### src/rtl/usr_pkg.sv
`default_nettype none
// ============================================================================
// usr_pkg : op codes, register mode codes and FSM encoding for usr_seq
// Rev 1.0
// ============================================================================
package usr_pkg;

   typedef enum logic [1:0] {
      OP_LOAD    = 2'b00,
      OP_ROT     = 2'b01,
      OP_SHIFT   = 2'b10,
      OP_LOADROT = 2'b11
   } op_t;

   typedef enum logic [1:0] {
      MODE_HOLD  = 2'b00,
      MODE_ROT   = 2'b01,
      MODE_SHIFT = 2'b10,
      MODE_LOAD  = 2'b11
   } mode_t;

   typedef enum logic [1:0] {
      ST_IDLE = 2'b00,
      ST_LOAD = 2'b01,
      ST_RUN  = 2'b10,
      ST_DONE = 2'b11
   } state_t;

endpackage
`default_nettype wire

### src/rtl/usr_seq.sv
`default_nettype none
// ============================================================================
// usr_seq : command sequencer driving a 4-bit universal shift register
// Rev 1.0
// ============================================================================
module usr_seq
   import usr_pkg::*;
(
   input  logic       clk,
   input  logic       rst,
   input  logic       cmd_valid,
   output logic       cmd_ready,
   input  logic [1:0] cmd_op,
   input  logic [3:0] cmd_data,
   input  logic [2:0] cmd_cnt,
   output logic [1:0] s,
   output logic [3:0] a,
   output logic       rs,
   output logic       ls,
   input  logic [3:0] q_in,
   output logic       busy,
   output logic       done,
   output logic [3:0] res
);
   state_t     r_state;
   state_t     w_next;
   op_t        r_op;
   logic [3:0] r_data;
   logic [2:0] r_cnt;
   logic [2:0] r_step;
   logic [3:0] r_res;
   logic       w_accept;
   op_t        w_op;

   assign cmd_ready = (r_state == ST_IDLE) && !rst;
   assign w_accept  = cmd_valid && cmd_ready;
   assign w_op      = op_t'(cmd_op);
   assign res       = r_res;

   always_comb begin
      w_next = r_state;
      case (r_state)
         ST_IDLE: begin
            if (w_accept) begin
               if (w_op == OP_LOAD || w_op == OP_LOADROT) w_next = ST_LOAD;
               else if (cmd_cnt != 3'd0)                 w_next = ST_RUN;
               else                                      w_next = ST_DONE;
            end
         end
         ST_LOAD: w_next = (r_op == OP_LOADROT && r_cnt != 3'd0) ? ST_RUN : ST_DONE;
         // Exit on the last step so cnt=7 runs exactly seven cycles.
         ST_RUN:  if (r_step <= 3'd1) w_next = ST_DONE;
         ST_DONE: w_next = ST_IDLE;
         default: w_next = ST_IDLE;
      endcase
   end

   always_comb begin
      s    = MODE_HOLD;
      a    = 4'd0;
      rs   = 1'b0;
      ls   = 1'b0;
      busy = 1'b1;
      done = 1'b0;
      case (r_state)
         ST_IDLE: busy = 1'b0;
         ST_LOAD: begin
            s = MODE_LOAD;
            a = r_data;
         end
         ST_RUN: begin
            if (r_op == OP_SHIFT) begin
               s  = MODE_SHIFT;
               rs = r_data[0];
               ls = r_data[3];
            end else begin
               s  = MODE_ROT;
            end
         end
         ST_DONE: done = 1'b1;
         default: busy = 1'b0;
      endcase
   end

   always_ff @(posedge clk) begin
      if (rst) begin
         r_state <= ST_IDLE;
         r_op    <= OP_LOAD;
         r_data  <= 4'd0;
         r_cnt   <= 3'd0;
         r_step  <= 3'd0;
         r_res   <= 4'd0;
      end else begin
         r_state <= w_next;
         if (w_accept) begin
            r_op   <= w_op;
            r_data <= cmd_data;
            r_cnt  <= cmd_cnt;
            r_step <= cmd_cnt;
         end else if (r_state == ST_RUN) begin
            r_step <= r_step - 3'd1;
         end
         if (r_state == ST_DONE) r_res <= q_in;
      end
   end

endmodule
`default_nettype wire
### config.mk
export PLATFORM = sky130hd
export DESIGN_NAME = usr_seq
export DESIGN_NICKNAME = d
export VERILOG_FILES = /design/src/rtl/usr_pkg.sv /design/src/rtl/usr_seq.sv
export SDC_FILE = /design/constraint.sdc
export NUM_CORES = 1
export LEC_CHECK = 0
export CAP_MARGIN = 10
export CORE_UTILIZATION = 42
export DETAILED_ROUTE_END_ITERATION = 6
export GPL_TIMING_DRIVEN = 1
export PLACE_DENSITY_LB_ADDON = 0.12
export SYNTH_ARGS = -nofsm -noshare
export SYNTH_HDL_FRONTEND = slang
export SYNTH_SLANG_ARGS = --single-unit
### constraint.sdc
create_clock -name clk -period 1.91 [get_ports clk]
set_input_delay 0.382 -clock clk [delete_from_list [all_inputs] [get_ports clk]]
set_output_delay 0.382 -clock clk [all_outputs]
set_load 0.03 [all_outputs]
## Word level (Yosys, flattened, before mapping)

Index checks and enable logic that the tools add are counted.

| cells by class | value |
|---|---|
| add/sub/neg operators | 1 |
| multipliers | 0 |
| divide/modulo/power cells | 0 |
| order comparisons | 1 |
| eq/ne operators | 8 |
| shift operators | 0 |
| muxes and demuxes | 17 |
| bitwise logic cells | 0 |
| reduce and logical (&&, ||, !) cells | 11 |

Operators by type and width:

| cell | count |
|---|---|
| 2-bit equality test, second input constant | 5 |
| 1-bit two-way mux | 8 |
| 2-bit two-way mux | 4 |
| 2-bit one-hot mux with 4 select lines | 1 |
| 3-bit two-way mux | 2 |
| 3-bit nonzero test | 2 |
| 2-bit logical NOT | 2 |
| 4-bit two-way mux | 1 |
| 2-bit != test, second input constant | 2 |
| 2-bit one-hot mux with 2 select lines | 1 |
| 3-bit by 1-bit less-or-equal comparator with 1-bit output, second input constant | 1 |
| 1-bit logical AND | 3 |
| 3-bit by 1-bit subtractor with 3-bit output, second input constant | 1 |
| 2-bit by 1-bit equality test with 1-bit output, second input constant | 1 |
| 2-bit AND reduction | 1 |
| 2-bit nonzero test | 1 |
| 1-bit logical NOT | 1 |
| 1-bit logical OR | 1 |

| word-level totals | value |
|---|---|
| register bits | 18 |
| latch bits | 0 |
| RAM bits | 0 |
| bits in read-only memories | 0 |
| bits of input ports | 16 |
| output and inout bits | 15 |
| logic and storage cells | 44 |
| memories kept | 0 |

## Logic depth before layout (Yosys ltp)

| depth | value |
|---|---|
| depth after elaboration | 5 |
| mapped depth | 7 |
| mapped depth without buffers | 6 |

## Worst setup path after synthesis

OpenSTA, ideal clock, no wires.

| timing path | value |
|---|---|
| path type | register to register |
| from | reg r_state[0] |
| to | reg r_cnt[0] |
| setup time | 0.071 ns |
| data arrival time | 1.687 ns |
| data required time | 1.839 ns |
| setup slack | 0.152 ns |
| stages on the path, launching flop included | 8 |
| buffers on the path | 1 |
| period minus slack after synthesis | 1.758 ns |
| cell sequence | dfxtp_1 inv_1 ha_1 nor2b_1 and2_1 buf_2 nand2_1 a21oi_1 |

| on the way | value |
|---|---|
| longest elaborated chain between the ends | 3 |

Ends and longest elaborated chain:

| element | line | source |
|---|---|---|
| start: declaration | usr_seq.sv:25 | `state_t r_state;` |
| start signal: assignment | usr_seq.sv:94 | `r_state <= w_next;` |
| 2-bit logical NOT | usr_seq.sv:35 | `assign cmd_ready = (r_state == ST_IDLE) && !rst;` |
| 1-bit logical AND | usr_seq.sv:35 |  |
| named net cmd_ready | usr_seq.sv:12 | `output logic cmd_ready,` |
| 1-bit logical AND | usr_seq.sv:36 | `assign w_accept = cmd_valid && cmd_ready;` |
| end signal: assignment | usr_seq.sv:98 | `r_cnt <= cmd_cnt;` |
| end: declaration | usr_seq.sv:29 | `logic [2:0] r_cnt;` |

The timed path passes the listed nets, and every way through them passes these cells.
A chain may end at the register's enable or synchronous reset.

## Worst setup path after layout

| timing path | value |
|---|---|
| from | reg r_state[0] |
| to | out cmd_ready |

| on the way | value |
|---|---|
| longest elaborated chain between the ends | 2 |

Ends and longest elaborated chain:

| element | line |
|---|---|
| 2-bit logical NOT | usr_seq.sv:35 |
| 1-bit logical AND | usr_seq.sv:35 |
| end: declaration | usr_seq.sv:12 |

No other way between the ends.

==> flow_summary.yaml <==
synthesis:
  post_synth_num_cell_types: 23
  synthArstFlopShare: 0
  netlist.area_leader.share: 0.393
  synth_fp_nets: 132
  postSynthAreaPerCell_sq_um: 8.33
  synth-seq-cells: 18
  ys_warn_count: 0
  synthFlopType: "dfxtp_1"
  synth_common_cells: "nand2_1, dfxtp_1, a21oi_1"
  synth_top_area_cell: "dfxtp_1"
  synth_most_common_cell: "nand2_1"
  synth_area_leaders: "dfxtp_1, nand2_1, ha_1"
  syn_inst: 110
  synth-edff-count: 0
  yosysSeqAreaShare: 0.393
  synth_area_sq_um: 916
sta:
  finalSetupViolCount: 0
  finClkSkew_ns: 0.0140
  report.final.slew_viol_count: 0
  final.min_clock_period_ns: 1.83
  tightestPinTransition_ns: 0.306
  hold_slack_ns: 0.462
  post-route-period-util: 0.958
  slew_headroom: 0.796
  fmax_mhz: 547
  hold_viol_final: 0
drt:
  ant_nets: 0
  initialDrtViolationCount: 16
  drt_first_pass_iters: 4
  post-route-drc-count: 0
  vias: 821
  drt_wl_total_microns: 2000
  drt-vias-per-instance: 4.80
  wl_per_cell_microns: 11.7
global_route:
  grt_pass1_wl_microns: 3390
  antenna_found_initial: 0
  grt_pass1_vias: 771
  grt_max_degree: 19
  track_usage: 0.185
  grt-ovfl-total: 0
floorplanning:
  dieArea_sq_mm: 0.00237
  die_y_microns: 48.7
  core_sq_mm: 0.00200
  ios: 31
  dieWidth_microns: 48.7
  fp-row-count: 16
  start_util: 0.457
critical_path:
  worstSetupStartpointType: "flop"
  end_kind: "output port"
  critical_path_class: "reg -> out"
  crit_buf_inv: 3
  critPathSlowestCell: "dfxtp_2"
  path_cells: "inv_1 -> ha_1 -> buf_4 -> nor2b_1 -> buf_4"
  worstPathRequired_ns: 1.53
  critPathMostFrequentCell: "buf_4"
  max_stage_delay_ns: 0.37
  cp.arrival_ns: 1.45
  cp_top_family: "buffers and inverters"
  crit_fanout: 6
clock_tree:
  cts_tree: "built"
  postCtsHoldBufs: 0
  clkTransAtPathRegs_ns: 0.11
  htreeDepth: 1
  cts-root-buf: "clkbuf_4"
  cts_sinks: 18
  cts_buffers: 3
  clk_path_buf_depth: 2
  clk_latency_ns: 0.30
pwr:
  vdd_drop_max_mv: 0.759
  p_leak_nw: 0.539
  power.density_mw_per_mm2: 1030
hold_path:
  hp-class: "reg -> reg"
place:
  hpwlAfterDp_microns: 1430
  gp_congestion: 0.727
  port-buffer-count: 30
finish:
  drive_gt1_frac: 0.181
  area_growth_pct: 42.6
  final_util: 0.653
  antenna_cells: 0
  finalNetCount: 168
outcome:
  outcome: "finished, final reports clean"
flow_run:
  drv_cap: 0
## area by class of cell
| cell class | instances | area [sq um] |
|---|---|---|
| inverter | 6 | 22.5 |
| sequential | 18 | 363 |
| tap | 27 | 33.8 |
| timing repair buffer | 37 | 339 |
| fill | 183 | 696 |
| clock buffer | 3 | 22.5 |
| multi-input combinational | 80 | 526 |
## tightest hold or removal path, stage by stage, from the launching register on
cell     delay [ns]
dfxtp_1        0.32
nand2_1        0.05
a21oi_1        0.05
## metrics by stage
step                power, mW  setup TNS, ns  setup slack [ns]  cell area [sq um]  cells
finish                   1.35              0            0.0803               1310    171
global route             1.45        -0.0134           -0.0134               1310    171
CTS                      1.32         -0.210           -0.0737               1280    169
floorplan               0.922              0             0.152                916    110
global placement         1.11              0            0.0554               1250    166
detailed placement       1.13              0            0.0240               1250    166
## power breakdown
part | switching [mW] | internal [mW] | leakage [nW]
Clock | 0.117 | 0.0735 | 0.0138
Combinational | 0.352 | 0.302 | 0.377
Sequential | 0.0561 | 0.446 | 0.148
Total | 0.526 | 0.821 | 0.539
## logic make-up after synthesis
| logic type | count (synthesis) | synth area share |
|---|---|---|
| muxes | 5 | 0.0546 |
| adders and majority gates | 6 | 0.0820 |
| AOI/OAI and AO/OA | 14 | 0.105 |
| DFF | 18 | 0.393 |
| and+or+nand+nor | 52 | 0.284 |
| xor gates and xnor gates | 3 | 0.0287 |
| buffers and inverters | 12 | 0.0519 |
## layer usage
layer  wire, microns  global-route usage  vias up
met5               0                   0        -
met1             926               0.235      364
met4              14              0.0588        0
met3             128              0.0535        2
li1                -                   -      429
met2             932               0.299       26
## state kept, by name (all words and copies together) (netlist names)
register	count
r_state	2
r_cnt	3
r_data	4
r_op	2
res	4
r_step	3
## cells in the final DEF (no fill, tap or decap), drive strengths merged
| master | n |
|---|---|
| nand2 | 23 |
| clkdlybuf4s50 | 19 |
| dfxtp | 18 |
| buf | 12 |
| a21oi | 9 |
| and2 | 7 |
| nand3b | 7 |
| nor2 | 7 |
| inv | 6 |
| ha | 6 |
| mux2i | 5 |
| clkdlybuf4s15 | 4 |
| clkbuf | 4 |
| nand2b | 3 |
| nor2b | 2 |
| xnor2 | 2 |
| o21a | 1 |
| or3 | 1 |
| a32oi | 1 |
| o211ai | 1 |
| xor2 | 1 |
| nor3 | 1 |
| nor4b | 1 |
| a2111o | 1 |
| o311ai | 1 |
| dlygate4sd2 | 1 |
## path summary, 6_finish.rpt
path         startpoint         end  slack, ns  cells after the start
max reg2reg  r_state[0]  r_state[1]       0.32                      7
min            r_cnt[1]    r_cnt[1]       0.46                      2
min reg2reg    r_cnt[1]    r_cnt[1]       0.46                      2
max          r_state[0]   cmd_ready       0.08                      5
## what timing repair did
item,4_1_cts,5_1_grt
gates resized for setup,15,7
buffers inserted,0,2
pin swaps,0,1
endpoints found under the hold margin,0,0
endpoints found under the setup margin,9,9
(Power assumes the default switching activity.)
